<file path="src/rtl/m_mem_ctrl.sv">
// MEM-stage data-bus controller: issues one load/store per instruction,
// freezes the pipeline while waiting for bus_ack, extends load data and
// aborts with a bus_err pulse after TIMEOUT unacknowledged BUSY cycles.
module m_mem_ctrl #(
    parameter int unsigned TIMEOUT = 16
) (
    input  logic        clk,
    input  logic        reset,
    input  logic        M_valid,
    input  logic [1:0]  M_sel_st,
    input  logic [2:0]  M_sel_ld,
    input  logic [31:0] addr,
    input  logic [31:0] wdata,
    input  logic [3:0]  byteEn,
    input  logic        AdES,
    input  logic        AdEL,
    output logic        bus_req,
    output logic        bus_we,
    output logic [31:0] bus_addr,
    output logic [3:0]  bus_be,
    output logic [31:0] bus_wdata,
    input  logic        bus_ack,
    input  logic [31:0] bus_rdata,
    output logic        stall,
    output logic [31:0] ld_data,
    output logic        ld_valid,
    output logic        bus_err
);

    localparam int unsigned CNT_W = 8;
    localparam logic [CNT_W-1:0] CNT_LAST = CNT_W'(TIMEOUT - 1);

    typedef enum logic [1:0] {
        IDLE = 2'd0,
        BUSY = 2'd1,
        DONE = 2'd2
    } state_t;

    state_t state;
    state_t state_nxt;

    logic             is_st;
    logic             is_ld;
    logic             start;
    logic             expire;

    logic             st_q;
    logic [2:0]       sel_ld_q;
    logic [1:0]       lane_q;
    logic [31:0]      addr_q;
    logic [3:0]       be_q;
    logic [31:0]      wdata_q;
    logic [CNT_W-1:0] cnt;
    logic [31:0]      ld_data_q;
    logic             ld_valid_q;
    logic             bus_err_q;

    // Extend the selected lane of a read word according to the load kind.
    function automatic logic [31:0] extend(input logic [2:0]  sel,
                                           input logic [1:0]  lane,
                                           input logic [31:0] d);
        logic [15:0] h;
        logic [7:0]  b;
        logic [31:0] r;
        h = lane[1] ? d[31:16] : d[15:0];
        case (lane)
            2'd0:    b = d[7:0];
            2'd1:    b = d[15:8];
            2'd2:    b = d[23:16];
            default: b = d[31:24];
        endcase
        case (sel)
            3'd1:    r = d;
            3'd2:    r = {{16{h[15]}}, h};
            3'd3:    r = {16'h0000, h};
            3'd4:    r = {{24{b[7]}}, b};
            3'd5:    r = {24'h000000, b};
            default: r = 32'h0000_0000;
        endcase
        return r;
    endfunction

    // Decode the start condition; a store takes priority over a load.
    always_comb begin
        is_st  = (M_sel_st != 2'b11);
        is_ld  = (M_sel_ld >= 3'd1) && (M_sel_ld <= 3'd5);
        start  = M_valid && !AdES && !AdEL && (is_st || is_ld);
        expire = (cnt == CNT_LAST);
    end

    // State register.
    always_ff @(posedge clk or posedge reset) begin
        if (reset) state <= IDLE;
        else       state <= state_nxt;
    end

    // Next-state logic; an ack on the expiring cycle counts as success.
    always_comb begin
        state_nxt = state;
        case (state)
            IDLE:    if (start) state_nxt = BUSY;
            BUSY:    if (bus_ack || expire) state_nxt = DONE;
            DONE:    state_nxt = IDLE;
            default: state_nxt = IDLE;
        endcase
    end

    // Output decode; stall is forced low while reset is held.
    always_comb begin
        bus_req = 1'b0;
        bus_we  = 1'b0;
        stall   = 1'b0;
        case (state)
            IDLE: stall = start && !reset;
            BUSY: begin
                bus_req = 1'b1;
                bus_we  = st_q;
                stall   = 1'b1;
            end
            default: ;
        endcase
    end

    // Latch the request at start, count BUSY cycles, capture the response.
    always_ff @(posedge clk or posedge reset) begin
        if (reset) begin
            st_q       <= 1'b0;
            sel_ld_q   <= 3'd0;
            lane_q     <= 2'd0;
            addr_q     <= 32'h0000_0000;
            be_q       <= 4'h0;
            wdata_q    <= 32'h0000_0000;
            cnt        <= '0;
            ld_data_q  <= 32'h0000_0000;
            ld_valid_q <= 1'b0;
            bus_err_q  <= 1'b0;
        end else begin
            ld_valid_q <= 1'b0;
            bus_err_q  <= 1'b0;
            case (state)
                IDLE: begin
                    if (start) begin
                        st_q     <= is_st;
                        sel_ld_q <= is_st ? 3'd0 : M_sel_ld;
                        lane_q   <= addr[1:0];
                        addr_q   <= {addr[31:2], 2'b00};
                        be_q     <= is_st ? byteEn : 4'h0;
                        case (M_sel_st)
                            2'b01:   wdata_q <= {2{wdata[15:0]}};
                            2'b10:   wdata_q <= {4{wdata[7:0]}};
                            default: wdata_q <= wdata;
                        endcase
                        cnt <= '0;
                    end
                end
                BUSY: begin
                    if (bus_ack) begin
                        if (!st_q) begin
                            ld_data_q  <= extend(sel_ld_q, lane_q, bus_rdata);
                            ld_valid_q <= 1'b1;
                        end
                    end else if (expire) begin
                        ld_data_q <= 32'h0000_0000;
                        bus_err_q <= 1'b1;
                    end else begin
                        cnt <= cnt + CNT_W'(1);
                    end
                end
                default: ;
            endcase
        end
    end

    assign bus_addr  = addr_q;
    assign bus_be    = be_q;
    assign bus_wdata = wdata_q;
    assign ld_data   = ld_data_q;
    assign ld_valid  = ld_valid_q;
    assign bus_err   = bus_err_q;

endmodule
</file>
<file path="config.mk">
export PLATFORM = sky130hd
export DESIGN_NAME = m_mem_ctrl
export DESIGN_NICKNAME = d
export VERILOG_FILES = /design/src/rtl/m_mem_ctrl.sv
export SDC_FILE = /design/constraint.sdc
export NUM_CORES = 1
export LEC_CHECK = 0
export ABC_CLOCK_PERIOD_IN_PS = 3860
export CAP_MARGIN = 0
export CORE_ASPECT_RATIO = 0.7
export CORE_MARGIN = 2
export CORE_UTILIZATION = 39
export CTS_CLUSTER_DIAMETER = 40
export DETAILED_ROUTE_END_ITERATION = 8
export PLACE_DENSITY = 0.84
export SYNTH_ARGS = -nofsm -noshare
export SYNTH_HDL_FRONTEND = slang
export SYNTH_SLANG_ARGS = --single-unit
</file>
<file path="constraint.sdc">
create_clock -name clk -period 3.86 [get_ports clk]
set_clock_uncertainty 0.15 [all_clocks]
set_input_delay 0.386 -clock clk [delete_from_list [all_inputs] [get_ports clk]]
set_output_delay 0.386 -clock clk [all_outputs]
set_load 0.02 [all_outputs]
</file>
==> Word level (Yosys, flattened, before mapping) <==
Cells that the tools add are included.
{ "totals": {"regBits": 116, "latchBits": 0, "ramBits": 0, "mem_bits_ro": 0, "output_inout_bits": 105, "wordCells": 74, "mem_count": 0} }
{ "classes": {"add_sub_neg": 1, "mul": 0, "div": 0, "order_cmp": 2, "eq_ne": 17, "shift": 0, "muxes": 25, "bitwise_logic": 0, "reduce_logical": 18} }
{ "op_table": {"columns": ["operator", "n"], "rows": [
  ["case mux 32 bit (5 select lines)", 1],
  ["two-way mux 32 bit", 3],
  ["case mux 32 bit (2 select lines)", 1],
  ["two-way mux 8 bit", 3],
  ["case mux 8 bit (3 select lines)", 1],
  ["two-way mux 16 bit", 1],
  ["case mux 8 bit (2 select lines)", 1],
  ["inequality test 2 bit (second input constant)", 6],
  ["adder 8 x 1 -> 8 bit (second input constant)", 1],
  ["equality test 8 x 4 -> 1 bit (second input constant)", 1],
  ["two-way mux 1 bit", 8],
  ["equality test 2 x 1 -> 1 bit (second input constant)", 3],
  ["equality test 3 x 2 -> 1 bit (second input constant)", 2],
  ["equality test 3 bit (second input constant)", 2],
  ["logical AND 1 bit", 5],
  ["equality test 2 bit (second input constant)", 2],
  ["logical NOT 2 bit", 2],
  ["two-way mux 2 bit", 2],
  ["two-way mux 4 bit", 1],
  ["case mux 2 bit (2 select lines)", 1],
  ["AND reduction 2 bit", 2],
  ["AND reduction 4 bit", 1],
  ["nonzero test 2 bit", 2],
  ["equality test 3 x 1 -> 1 bit (second input constant)", 1],
  ["7 further kinds", 10]
]} }

==> Logic depth before layout (Yosys ltp) <==
Gate-level depths: netlist (run 1).
{ "logic_depth": {"depth_word": 6, "ltp_mapped": 8} }

==> Worst setup path before layout (run 1) <==
No wires, ideal clock.
{ "synth_timing": {"path_kind": "in2out", "from": "in reset", "to": "out stall", "arrival_ns": 3.550, "path_slack_ns": -0.226, "path_stages": 3, "path_buffers": 0, "cell_sequence": "inv_1 -> a41oi_1 -> nor2_1"} }
{ "synth_via": {"elab_chain_len": 3} }
{ "synth_rtl": {"columns": ["element", "line", "source"], "rows": [
  ["start: declaration", "8", "input logic reset,"],
  ["logical NOT 1 bit (no source line)", null, null],
  ["logical AND 1 bit", "114", "IDLE: stall = start && !reset;"],
  ["case mux 1 bit (2 select lines)", "113", "case (state)"],
  ["end: declaration", "24", "output logic stall,"]
]} }
No other way between the ends.

==> Worst setup path after layout (run 1) <==
{ "layout_timing": {"from": "in M_sel_st[0]", "to": "out stall"} }
{ "layout_via": {"elab_chain_len": 5} }
{ "layout_rtl": {"columns": ["element", "line", "source"], "rows": [
  ["start: declaration", "10", "input logic [1:0] M_sel_st,"],
  ["inequality test 2 bit", "85", "is_st = (M_sel_st != 2'b11);"],
  ["logical OR 1 bit", "87", "start = M_valid && !AdES && !AdEL && (is_st || is_ld);"],
  ["logical AND 1 bit", "87", null],
  ["logical AND 1 bit", "114", null],
  ["case mux 1 bit (2 select lines)", "113", null]
]} }
No other way between the ends.

==> results of run 1 <==
-- layout make-up --
cell class / count / area [um^2]
well taps: 185 / 231
flip-flops and latches: 116 / 2900
clock inverters: 9 / 104
clock buffers: 21 / 480
fillers: 1058 / 5110
inverters: 8 / 33.8
repair buffers: 218 / 2180
multi-input cells: 300 / 2270
-- worst max-delay path: stages --
cell	delay, ns
clkdlybuf4s50_1	0.51
ha_1	0.37
or4b_1	0.56
a41oi_1	0.22
nor2_1	0.07
clkdlybuf4s50_1	0.54
-- cells in the mapped netlist, drive strengths merged, types with 2 or more instances --
library cell,number
nand3b,4
nor2,14
dfrtp,116
inv,8
a221o,16
mux2,41
mux2i,9
o31ai,17
o2bb2ai,6
clkbuf,9
buf,22
nor3b,5
nand2,42
nor4,2
o211ai,2
o21ai,27
and2,5
a221oi,8
nor2b,25
nand3,9
a21oi,9
ha,4
a211o,9
a22oi,15
xor2,3
nand2b,6
and3,2
nor3,2
-- state kept, by name, summed over array words and instances, names as in the netlist, 2 cells and up --
name	cells
bus_wdata	32
ld_data	32
bus_addr	30
cnt	8
bus_be	4
sel_ld_q	3
lane_q	2
state	2
-- logic make-up after synthesis --
logic type                 count (synthesis)
DFF                                      116
other                                      1
muxes                                     50
and+or+nand+nor                          123
adders and majority gates                  4
buffers and inverters                     39
xor gates and xnor gates                   4
AOI/OAI and AO/OA                        117
-- stage by stage --
step                      util [%]  setup slack [ns]  total power [uW]
after floorplan                  -             0.750              2380
after global placement        57.2             0.728              3100
after detailed placement      57.2             0.670              3140
after CTS                     61.6             0.669              4700
after global routing          61.6             0.592              4880
final                         61.6             0.669              4660
-- power by group through the flow --
stage	Combinational [uW]	Sequential [uW]	Clock [uW]
detailed placement	1460	1680	0
finish	1450	1670	1540
global placement	1420	1670	0
CTS	1470	1670	1570
global route	1550	1700	1630
floorplan	427	1950	0
-- how the worst max path moves through the flow --
| stage | startpoint | end | slack, ns |
|---|---|---|---|
| finish | M_sel_st[0] | stall | 0.67 |
| global route | M_sel_st[0] | stall | 0.59 |
| CTS | M_sel_st[0] | stall | 0.67 |
| detailed placement | M_sel_st[0] | stall | 0.67 |
| global placement | M_sel_st[0] | stall | 0.73 |
| floorplan | reset | stall | 0.75 |
-- metal layers --
metal	track usage (%)	share of wire (%)
met5	0	0
met4	5.68	1.1
met3	8.39	8.9
met2	34.1	48
met1	26.5	42
==> metrics.txt, run 1 <==
clock network fraction of design power 33.0%; row cnt 35; ys async rst share 100%; CTS tree done; clk root buf clkbuf_16; complex-gate fraction of the synthesized area 17.3%; Die H 102 um; CP required 3.32 ns; RSZ-0062 raised after global routing false; Period Utilization, post-route 82.7%; #FFs+latches synth 116; register area share after synthesis 54.1%; type of the worst min-delay path flip-flop to flip-flop; DRT Wirelength 15200 um; # setup viols final 0; startpoint types primary input; first-pass GRT wire length 23900 um; Simple-Gate Fraction of Synth Area 12.7%; Avg WL per Cell 17.8 um; via-per-instance ratio 5.22; Core ar. 13300 um^2; CTS Hold Bufs 0; DRC Markers 0; cell area after layout 8210 um^2; Antenna Nets Post-Route 0; main combinational cell family by area after synthesis compound AO/OA/AOI/OAI gates; combinational power share 31.2%; maximum VDD drop 361 uV; R2R Setup Slk 1.57 ns; vias in the first global route 4632; Cell Area, Synth 5370 um^2; Power Dens Cells 568 nW/um^2; static leakage 0.00352 uW; post-synthesis xor/xnor area fraction 0.652%; largest net degree at the start of global routing 68; internal power 3250 uW; Yosys top cell by area dfrtp_1; Post-synth EDFFs 0; Least-Margin Pin Slew 0.926 ns; share of the synthesized area in the top cell type 54.1%; # placed instances 827; clock slew seen by the registers of the worst setup and hold paths 0.05 ns; final setup TNS 0 ns; Clock Sinks 116; CTS Buffer Depth 2; via count 4477; die area 14700 um^2; Layout Cells excl Fill 857; Mapped Avg Cell Area 11.8 um^2; hold path startpoint bus_be[2]$_DFFE_PP0P_; sequential power share 35.8%; global placer's final weighted congestion 0.891; Hold Crit Depth 2; Crit. End Element output port; Initial Util 40.3%; crit path DAT 2.66 ns; layout cell share with drive strength beyond 1 15.5%; R2R depth 4; initial antenna violation count 0; grt total ovfl 0; dpl hpwl 11400 um; # resized after CTS 0; Hold Slack 0.325 ns; Net count, final 776; Skew-Pair Late Insertion Delay 0.39 ns; Max Freq 0.313 GHz; Hold Fails Final Rpt 0; Max Cap Viol 0; IO Port Bufs 213; Area contributors post-synth dfrtp_1, mux2_2, a221o_2, nand2_1, nor2b_1; YS warnings 0; prevailing post-synth register cell dfrtp_1; Psw 1410 uW; leading cell type in the layout, fill and taps excluded clkdlybuf4s50_1; Max-slew headroom 38.2%; TritonCTS buffer count 17; critical-path maximum fanout 10; mux cell area share after synthesis 10.3%; Ports 216; htree depth 4; most frequent cells in the layout clkdlybuf4s50_1, dfrtp_1, nand2_1; outcome finished, final reports clean; Die W 144 um; Post-DP Area 7620 um^2; number of DRC markers in iteration 0 305; Distinct cells, synth 54; Critical R2R Capture ld_data[30]$_DFFE_PP0P_; Switching Fraction 30.2%; hold path endpoint bus_be[2]$_DFFE_PP0P_; antenna cells 0; Post-Synth Adder-Cell Area 0.932%; Gate Count Post-Synth 454; Setup Fix Bufs, Post-CTS 0; FF-to-FF Start state[1]$_DFFE_PP0P_; synthesis-to-finish area growth 52.8%; GRT Util Overall 21.0%; Final Slew Violations 0; post-layout min period 3.19 ns; total iterations of the first detailed-routing run 5; critical path class primary input to output port
Note: power is estimated with default switching activity, not from simulation.
==> run 2: changes to the inputs <==
Settings changed: ABC_CLOCK_PERIOD_IN_PS 3860 to 3300, CORE_UTILIZATION 39 to 44, PLACE_DENSITY 0.84 to 0.89.
Clock period 3.86 ns to 3.3 ns, I/O delays scaled along.
==> run 2 against run 1 <==
  * Global-route usage rose by 3.0 points
  * Highest routed layer is now met5
  * Final cell count shrank 2.7%
  * Via count stayed put
  * Non-clock buffer count is 3 higher
  * Hold slack worse by 0.0023 ns
  * Worst setup slack got worse by 0.19 ns
  * Critical path type unchanged
  * Utilization grew 7.7 points
==> metrics.txt, run 2 (same netlist as run 1, synthesis figures left out) <==
global placer's final weighted congestion 0.939 (+5.4%); # resized after CTS 0 (unchanged); Final Slew Violations 0 (unchanged); RSZ-0062 raised after global routing false; Crit. End Element output port; Least-Margin Pin Slew 0.983 ns (+0.0563 ns); Die H 96.4 um (-5.6%); via-per-instance ratio 5.37 (+2.8%); most frequent cells in the layout clkdlybuf4s50_1, dfrtp_1, nand2_1; FF-to-FF Start state[1]$_DFFE_PP0P_; cell area after layout 8190 um^2 (-0.15%); type of the worst min-delay path flip-flop to flip-flop; Hold Slack 0.323 ns (-0.00234 ns); startpoint types primary input; CTS Hold Bufs 0 (unchanged); Max-slew headroom 34.2% (-4.0 points); Antenna Nets Post-Route 0 (unchanged); clk root buf clkbuf_16; Post-DP Area 7620 um^2 (unchanged); Hold Fails Final Rpt 0 (unchanged); crit path to stall; critical-path maximum fanout 3 (-7); CTS tree done; Initial Util 45.5% (+5.1 points); die area 13100 um^2 (-11%); GRT Util Overall 24.0% (+3.0 points); layout cell share with drive strength beyond 1 16.1% (+0.62 points); Skew-Pair Late Insertion Delay 0.40 ns (about the same); Period Utilization, post-route 85.4%; Final Power 5410 uW (+16%); static leakage 0.00353 uW (+0.27%); crit path DAT 2.34 ns (-0.32 ns); first-pass GRT wire length 24000 um (+0.29%); outcome finished, final reports clean; largest net degree at the start of global routing 69 (+1.5%); fill cell count 841 (-21%); Max Freq 0.355 GHz; via count 4477 (unchanged); antenna cells 0 (unchanged); synthesis-to-finish area growth 52.6%; clock slew seen by the registers of the worst setup and hold paths 0.06 ns (about the same); total iterations of the first detailed-routing run 4 (-1); Critical R2R Capture ld_data[24]$_DFFE_PP0P_; CP required 2.82 ns (-0.50 ns); number of DRC markers in iteration 0 300 (-1.6%); CTS Buffer Depth 2 (unchanged); row cnt 33 (-5.7%); final setup TNS 0 ns (unchanged); critical path class primary input to output port; post-layout min period 2.82 ns; Setup Fix Bufs, Post-CTS 0 (unchanged); Die W 136 um (-5.7%); vias in the first global route 4607 (-0.54%); DRT Wirelength 15200 um (about the same); TritonCTS buffer count 17 (unchanged); # setup viols final 0 (unchanged); Core ar. 11800 um^2 (-11%); initial antenna violation count 1 (+1); IO Port Bufs 213 (unchanged); R2R Setup Slk 0.94 ns (-0.63 ns); Net count, final 779 (+0.39%); critical path launch point M_sel_st[0]; Ports 216 (unchanged); Power Dens Cells 660 nW/um^2 (+16%); maximum VDD drop 486 uV (+34%); Clock Sinks 116 (unchanged); Max Cap Viol 0 (unchanged); htree depth 4 (unchanged); grt total ovfl 0 (unchanged); R2R depth 4 (unchanged); Avg WL per Cell 18.3 um (+2.8%); DRC Markers 0 (unchanged); dpl hpwl 11500 um (+0.92%); leading cell type in the layout, fill and taps excluded clkdlybuf4s50_1
-- run 2: cell count changes in the layout (fill, tap and decap cells not counted), sizes merged --
cell | before | now
clkinv | 5 | 6
buf | 5 | 8
clkbuf | 21 | 17
inv | 7 | 13
bufinv | 2 | 1
-- run 2: worst min-delay path by stage --
stage,start,end,slack [ns],cells past startpoint
after floorplan,st_q$_DFFE_PP0P_,st_q$_DFFE_PP0P_,0.31,2
after global placement,bus_be[0]$_DFFE_PP0P_,bus_be[0]$_DFFE_PP0P_,0.31,2
after detailed placement,bus_wdata[15]$_DFFE_PP0P_,bus_wdata[15]$_DFFE_PP0P_,0.32,2
after CTS,bus_wdata[15]$_DFFE_PP0P_,bus_wdata[15]$_DFFE_PP0P_,0.33,2
after global routing,byteEn[2],bus_be[2]$_DFFE_PP0P_,0.33,3
final,bus_wdata[15]$_DFFE_PP0P_,bus_wdata[15]$_DFFE_PP0P_,0.32,2
-- run 2: per-stage QoR --
step	std cells	util, %	setup WS [ns]
2_1_floorplan	455	-	0.302
3_3_place_gp	802	64.5	0.505
3_5_place_dp	802	64.5	0.487
4_1_cts	834	69.4	0.488
5_1_grt	834	69.4	0.406
6_report	834	69.4	0.481
-- run 2: final cells by class --
type / instances / area (um^2) / share of cell area, %
well taps: 157 / 196 / 2.40
clock inverters: 15 / 146 / 1.79
multi-input cells: 300 / 2270 / 27.7
repair buffers: 221 / 2220 / 27.1
flip-flops and latches: 116 / 2900 / 35.4
clock buffers: 17 / 425 / 5.19
inverters: 8 / 33.8 / 0.412
-- run 2: per-layer routing --
| metal | vias up | global-route usage [%] | part of all wire [%] |
|---|---|---|---|
| met5 | - | 0 | 0.079 |
| met4 | 2 | 9.98 | 2.5 |
| met3 | 30 | 8.82 | 7.9 |
| met2 | 174 | 38.1 | 48 |
| met1 | 2176 | 30.0 | 41 |
| li1 | 2095 | - | - |
-- run 2: critical path, stage by stage --
cell	delay (ns)
clkdlybuf4s50_1	0.50
ha_1	0.18
or4b_1	0.51
a41oi_1	0.22
nor2_1	0.06
clkdlybuf4s50_1	0.54
-- run 2: power by group --
group / switching, uW / internal (uW)
logic: 817 / 894
clock network: 695 / 1050
registers: 215 / 1730
==> run 3: changes to the inputs <==
Settings changed: CORE_UTILIZATION 44 to 35, PLACE_DENSITY 0.89 to 0.75, SETUP_SLACK_MARGIN set to 0.1.
==> run 3 against run 2 <==
  * Total power rose by 4.7%
  * Global-route usage decreased by 5.2 points
  * Sequential share of layout area shrank 0.55 points
  * Design area grew 1.6%
  * Worst setup slack got worse by 0.12 ns
  * Fmax down 4.2%
  * Count of clock-buffer cells in the layout rose by 1
  * Via count about the same
  * Non-clock buffer count is 1 higher
  * Utilization is 13 points lower
  * Largest cell class unchanged
==> metrics.txt, run 3 (same netlist as run 1, synthesis figures left out) <==
outcome finished, final reports clean; global placer's final weighted congestion 0.879 (-6.4%); layout cell share with drive strength beyond 1 16.1% (unchanged); FF-to-FF Start cnt[0]$_DFFE_PP0P_; Power Dens Cells 680 nW/um^2 (+3.1%); DRT Wirelength 15200 um (about the same); Max Freq 0.340 GHz (-4.2%); Core ar. 14900 um^2 (+26%); Critical R2R Capture ld_data[7]$_DFFE_PP0P_; static leakage 0.00357 uW (+1.2%); Die W 152 um (+12%); grt total ovfl 0 (unchanged); CP required 2.82 ns (about the same); maximum VDD drop 405 uV (-17%); final setup TNS 0 ns (unchanged); # resized after CTS 0 (unchanged); clk root buf clkbuf_16; pre-CTS WS 0.346 ns (-0.141 ns); Hold Fails Final Rpt 0 (unchanged); type of the worst min-delay path primary input to async pin; number of DRC markers in iteration 0 247 (-18%); PnR worst setup slack 0.356 ns (-0.125 ns); GRT Util Overall 18.8% (-5.2 points); IO Port Bufs 213 (unchanged); TritonCTS buffer count 17 (unchanged); via-per-instance ratio 5.13 (-4.4%); Hold Slack 0.315 ns (-0.00837 ns); Post-DP Area 7680 um^2 (+0.72%); total iterations of the first detailed-routing run 4 (unchanged); R2R depth 6 (+2); largest net degree at the start of global routing 117 (+70%); Clock Sinks 116 (unchanged); Antenna Nets Post-Route 0 (unchanged); Setup Fix Bufs, Post-CTS 0 (unchanged); R2R Setup Slk 0.75 ns (-0.19 ns); final core occ 56.0% (-13 points); Period Utilization, post-route 89.2% (+3.8 points); RSZ-0062 raised after global routing false; first-pass GRT wire length 24400 um (+1.8%); Die H 108 um (+12%); most frequent cells in the layout clkdlybuf4s50_1, dfrtp_1, nand2_1; Crit. End Element output port; post-layout min period 2.94 ns (+0.125 ns); Max Cap Viol 0 (unchanged); crit path DAT 2.46 ns (+0.12 ns); vias in the first global route 4609 (+0.043%); leading cell type in the layout, fill and taps excluded clkdlybuf4s50_1; startpoint types primary input; antenna cells 0 (unchanged); clock slew seen by the registers of the worst setup and hold paths 0.06 ns (about the same); row cnt 37 (+12%); via count 4474 (-0.067%); DRC Markers 0 (unchanged); Max-slew headroom 21.4% (-13 points); critical-path maximum fanout 3 (unchanged); CTS tree done; critical path class primary input to output port; Initial Util 36.1% (-9.3 points); CTS Hold Bufs 0 (unchanged); cell area after layout 8320 um^2 (+1.6%); Ports 216 (unchanged); Avg WL per Cell 17.4 um (-4.4%); Skew-Pair Late Insertion Delay 0.40 ns (about the same); dpl hpwl 11400 um (-0.39%); synthesis-to-finish area growth 55.0%; htree depth 4 (unchanged); # setup viols final 0 (unchanged); die area 16400 um^2 (+25%); Least-Margin Pin Slew 1.17 ns (+0.192 ns); initial antenna violation count 0 (-1); Final Slew Violations 0 (unchanged); CTS Buffer Depth 2 (unchanged); Net count, final 780 (+0.13%)
## run 3: worst max-delay path: stages
cell and delay [ns]:
clkdlybuf4s50_1 0.52, ha_1 0.23, or4b_1 0.55, a41oi_1 0.23, nor2_1 0.07, clkdlybuf4s50_1 0.54
## run 3: area by class of cell
type / instances / area [um^2]
Sequential cell: 116 / 2900
Multi-Input combinational cell: 300 / 2270
Fill cell: 1253 / 6540
Inverter: 8 / 33.8
Tap cell: 195 / 244
Clock buffer: 18 / 439
Clock inverter: 13 / 206
Timing Repair Buffer: 222 / 2220
## run 3: worst max-delay path by stage
stage | from | to | depth (start not counted)
after floorplan | reset | stall | 3
after global placement | M_sel_st[0] | stall | 6
after detailed placement | M_sel_st[0] | stall | 6
after CTS | M_sel_st[0] | stall | 6
after global routing | M_sel_st[0] | stall | 6
final | M_sel_st[1] | stall | 6
## run 3: through the flow
stage / cells / power [uW]
global route: 872 / 5930
floorplan: 455 / 2780
finish: 872 / 5660
global placement: 841 / 3630
CTS: 872 / 5720
detailed placement: 841 / 3680
## run 3: metal layers
metal,vias up,GRT usage (%),share of wire (%),routed length (um)
met3,15,6.88,8.5,1290
met4,0,6.68,1.4,217
li1,2088,-,-,-
met2,163,29.1,48,7240
met1,2208,24.4,42,6460
met5,-,0,0,0
## run 3: power breakdown
part | switching, uW | internal, uW | leakage [uW] | total, uW
Combinational | 802 | 893 | 0.00176 | 1700
Clock | 656 | 1360 | 0.000312 | 2010
Sequential | 218 | 1730 | 0.00149 | 1950
Total | 1680 | 3980 | 0.00357 | 5660
==> variant 1, RTL diff (config.mk and constraints of run 3) <==
Encoding of `state_t`: now one-hot (3 bits for 3 states).
--- a/src/rtl/m_mem_ctrl.sv
+++ b/src/rtl/m_mem_ctrl.sv
@@ -32,6 +32,6 @@
 
-    typedef enum logic [1:0] {
-        IDLE = 2'd0,
-        BUSY = 2'd1,
-        DONE = 2'd2
+    typedef enum logic [2:0] {
+        IDLE = 3'b001,
+        BUSY = 3'b010,
+        DONE = 3'b100
     } state_t;
Check against the original RTL: no difference found for any inputs over 4 cycles, from zero or initial values and one cycle with reset high; so few cycles prove little.
==> variant 1 against run 3 <==
  * Non-clock buffer count up 4
  * Setup slack better by 170 ps
  * Synthesized area rose by 2.0%
  * Final area rose by 0.96%
  * Register-to-register slack gained 130 ps
  * Routed wire length up 6.3%
  * Count of clock-buffer cells in the layout rose by 4
  * Power shrank 12%
  * Worst hold slack better by 16 ps
  * Sequential cell count increased by 1
  * Critical path depth unchanged
  * Final cell count up 1.1%
==> variant 1: results (changes against run 3) <==
outcome = finished clean
Nets = 785 (+0.64%)
vias in the first global route = 4827 (+4.7%)
CP max FO = 9 (+6)
Area contributors post-synth = dfrtp_1 53%, mux2_1 9.9%, a221o_1 4.2%, o21ai_0 3.5%, o31ai_1 2.2%
metal3 WL = 1.76 mm (+36%)
M1 WL = 6.79 mm (+5.1%)
Final HPWL DP = 11.7 mm (+2.4%)
Max VDD drop = 0.405 mV (+0.14%)
Commonest cells post-synth = 116 x dfrtp_1, 48 x mux2_1, 38 x o21ai_0, 23 x a221o_1, 22 x a21oi_1
first-pass detailed-route iteration total = 5 (+1)
largest net degree at the start of global routing = 61 (-48%)
Crit. Startpoint = M_sel_st[0]
vias after detailed routing = 4722 (+5.5%)
post-route insts no fill = 882 (+1.1%)
Reg area = 0.00293 mm² (+0.91%)
Worst-Margin Slew = 776 ps (-399 ps)
worst reg2reg path depth = 4 (-2)
HP Class = input port to flip-flop
fillers = 1299 (+3.7%)
Wirelength per Cell = 18.3 µm (+5.1%)
Mean Syn Cell Area = 11.9 µm² (+0.70%)
share of layout cells above drive strength 1 = 9.82% (-6.3 points)
sequential share of the synthesized area = 53.5% (-0.59 points)
All-Layer GR Usage = 19.6% (+0.85 points)
Worst EP arrival = 2290 ps (-170 ps)
First DRT Iteration DRCs = 262 (+6.1%)
placed cell count = 850 (+1.1%)
Worst path max stage delay = 610 ps (+60 ps)
routed length on met2 = 7.34 mm (+1.3%)
reg-to-reg endpoint = ld_data[18]
fin crit period = 2770 ps (-172 ps)
R2R Path Start = sel_ld_q[2]
first-pass GRT wire length = 25.6 mm (+4.7%)
Unique masters post-synth = 57 (+5.6%)
pre-CTS setup slack = 517 ps (+170 ps)
Crit-path slowest cell = clkdlybuf4s50_1
slack of the worst reg-to-reg path = 880 ps (+130 ps)
GPL Wtd Cong = 0.886 (+0.80%)
Leakage = 3.50 nW (-1.9%)
[variant 1: cell count changes after synthesis, moves of 13 or more]
cell	change
a21oi_1	+13
a221o_1	+23
a221o_2	-16
mux2_1	+46
mux2_2	-31
nand2_1	-22
[variant 1: worst reg2reg max path, stage by stage, from the launching register on]
cell and delay (ps):
dfrtp_1 560, nor3b_4 510, a32oi_2 240, a311oi_4 690
a221o_1 220
[variant 1: repair_timing]
item,CTS,global route
resized for setup,0,0
endpoints found under the setup margin,0,0
hold buffers,1,0
endpoints found under the hold margin,1,0
[variant 1: power by group]
group          total, W  switching [W]  internal (W)
clock network   0.00188       0.000627       0.00126
logic           0.00128       0.000611      0.000666
registers       0.00182       0.000156       0.00166
[variant 1: cell type report]
class / instances / share of cell area [%]
flip-flops and latches: 117 / 34.9
multi-input cells: 301 / 28.0
repair buffers: 226 / 26.6
clock buffers: 22 / 5.76
well taps: 200 / 2.98
clock inverters: 9 / 1.49
inverters: 7 / 0.357
[variant 1: per-layer routing]
layer / vias up / track usage, %
li1: 2154 / -
met1: 2320 / 24.4
met2: 224 / 30.5
met3: 24 / 8.90
met4: 0 / 7.01
met5: - / 0
[variant 1: how the worst min path moves through the flow]
stage | from | to | slack (ps) | depth (start not counted)
finish | byteEn[1] | bus_be[1] | 330 | 3
global route | byteEn[2] | bus_be[2] | 340 | 3
CTS | byteEn[1] | bus_be[1] | 320 | 3
detailed placement | bus_addr[28] | bus_addr[28] | 320 | 1
global placement | bus_wdata[1] | bus_wdata[1] | 320 | 1
floorplan | bus_ack | state[2] | 310 | 2
[variant 1: cells by family after synthesis]
group	after synthesis	synth area share (%)
other cells	1	0.0684
flops	117	53.5
mux	59	12.1
buf+inv	43	3.84
compound gates	157	20.6
simple gates	78	8.86
fa+ha+maj	4	0.913
xor+xnor	1	0.160
==> variant 2, RTL diff (settings of run 3) <==
Made on the original files. Set the parameter `TIMEOUT` to 12 (it was 16).
--- a/src/rtl/m_mem_ctrl.sv
+++ b/src/rtl/m_mem_ctrl.sv
@@ -4,3 +4,3 @@
 module m_mem_ctrl #(
-    parameter int unsigned TIMEOUT = 16
+    parameter int unsigned TIMEOUT = 12
 ) (
Function: no difference found for any inputs over 4 cycles, from zero or initial values and one cycle with reset high; that may be too few to reach the edited logic, so the function may still have changed.
==> variant 2 against run 3 <==
  * Final area decreased by 0.51%
  * Routed wire length rose by 1.5%
  * Die area decreased by 0.54%
  * Synthesized area down 0.56%
  * Setup slack worse by 37 ps
  * Power is 0.51% higher
  * Sequential cell count unchanged
  * Count of clock-buffer cells in the layout up 5
  * Critical path depth is the same
  * Highest routed layer unchanged
  * Non-clock buffer count shrank 1
==> variant 2: results (changes against run 3) <==
fillers = 1220 (-2.6%)
clock buffer depth = 2 (unchanged)
Antenna diodes = 0 (unchanged)
Worst-Margin Slew = 867 ps (-308 ps)
Reg clk slew, reported paths = 60 ps (about the same)
sequential share of the synthesized area = 54.4% (+0.30 points)
CTS resizes = 0 (unchanged)
outcome = finished clean
Post-CTS Setup Repair Bufs = 0 (unchanged)
CTS Sinks = 116 (unchanged)
R2R Path Start = sel_ld_q[1]
CP max FO = 3 (unchanged)
vias per cell = 5.22 (+1.7%)
Adder-Cell Fraction of Synth Area = 0.937% (+0.0052 points)
hold_ws = 327 ps (+12.6 ps)
HP Class = input port to async pin
All-Layer GR Usage = 19.1% (+0.32 points)
clock latency on the worst-skew pair = 410 ps
GPL Wtd Cong = 0.856 (-2.6%)
Final HPWL DP = 11.5 mm (+0.60%)
vias in the first global route = 4517 (-2.0%)
Seq power = 0.00196 W
Nets = 769 (-1.4%)
mux cell area share after synthesis = 10.3% (+0.011 points)
placed cell count = 830 (-1.3%)
reg-to-reg endpoint = ld_data[31]
Async S/R FF share, synth = 100% (unchanged)
largest net degree at the start of global routing = 68 (-42%)
Leakage = 3.52 nW (-1.2%)
sw frac = 29.0% (-0.63 points)
slack of the worst reg-to-reg path = 930 ps (+180 ps)
post-route insts no fill = 862 (-1.1%)
Mean Syn Cell Area = 11.9 µm² (+1.0%)
xor and xnor area share after synthesis = 0.492% (-0.16 points)
antenna violations before repair = 0 (unchanged)
Area contributors post-synth = dfrtp_1 54%, mux2_2 7.8%, a22oi_1 4.1%, nand2_1 3.2%, a221o_1 3.0%
Clk pwr share = 35.8% (+0.3 points)
port buffer count = 213 (unchanged)
First DRT Iteration DRCs = 196 (-21%)
first-pass detailed-route iteration total = 5 (+1)
Compound-Gate Fraction of Synth Area = 17.5% (+0.26 points)
final wirelength = 15.4 mm (+1.5%)
Max VDD drop = 0.300 mV (-26%)
Unique masters post-synth = 52 (-3.7%)
CTS Buf Count = 17 (unchanged)
first-pass GRT wire length = 23.7 mm (-2.8%)
Synth warnings = 0 (unchanged)
Commonest cells post-synth = 116 x dfrtp_1, 45 x nand2_1, 37 x mux2_2, 29 x a22oi_1, 20 x nor2b_1
Root Driver = clkbuf_16
Worst EP arrival = 2500 ps (+40 ps)
share of layout cells above drive strength 1 = 12.9% (-3.2 points)
CTS HTree Levels = 4 (unchanged)
worst reg2reg path depth = 4 (-2)
Post-synth EDFFs = 0 (unchanged)
==> variant 2: worst max-delay path by stage <==
stage | slack [ps] | startpoint | endpoint | cells past startpoint
2_1_floorplan | 300 | reset | stall | 3
3_3_place_gp | 330 | M_sel_st[0] | stall | 6
3_5_place_dp | 300 | M_sel_st[0] | stall | 6
4_1_cts | 300 | M_sel_st[0] | stall | 6
5_1_grt | 200 | M_sel_st[0] | stall | 6
6_report | 320 | M_sel_st[1] | stall | 6
==> variant 2: routing by layer <==
metal	global-route usage (%)	vias to the layer above	part of all wire, %
met5	0	-	0
met4	7.28	0	1.6
met3	5.51	22	8.8
met2	30.0	227	46
met1	25.1	2180	44
li1	-	2071	-
==> variant 2: layout make-up <==
type | count | area, µm² | share of cell area [%]
Sequential cell | 116 | 2900 | 35.1
Multi-Input combinational cell | 295 | 2240 | 27.1
Timing Repair Buffer | 221 | 2220 | 26.8
Clock buffer | 23 | 488 | 5.89
Tap cell | 195 | 244 | 2.95
Clock inverter | 9 | 173 | 2.09
Inverter | 3 | 15.0 | 0.181
==> variant 2: critical path, stage by stage <==
cell,delay [ps]
clkdlybuf4s50_1,510
ha_1,310
or4b_1,550
a41oi_1,220
nor2_1,50
clkdlybuf4s50_1,540
==> variant 2: logic make-up after synthesis <==
| logic type | Yosys count |
|---|---|
| AOI/OAI and AO/OA | 119 |
| xor gates and xnor gates | 3 |
| adders and majority gates | 4 |
| buffers and inverters | 37 |
| DFF | 116 |
| muxes | 49 |
| other | 1 |
| and+or+nand+nor | 118 |
==> variant 2: through the flow <==
stage	cell area [µm²]	total power [W]	setup slack [ps]
floorplan	5350	0.00277	302
global placement	7620	0.00363	333
detailed placement	7620	0.00368	304
CTS	8280	0.00574	305
global route	8280	0.00594	195
finish	8280	0.00569	319
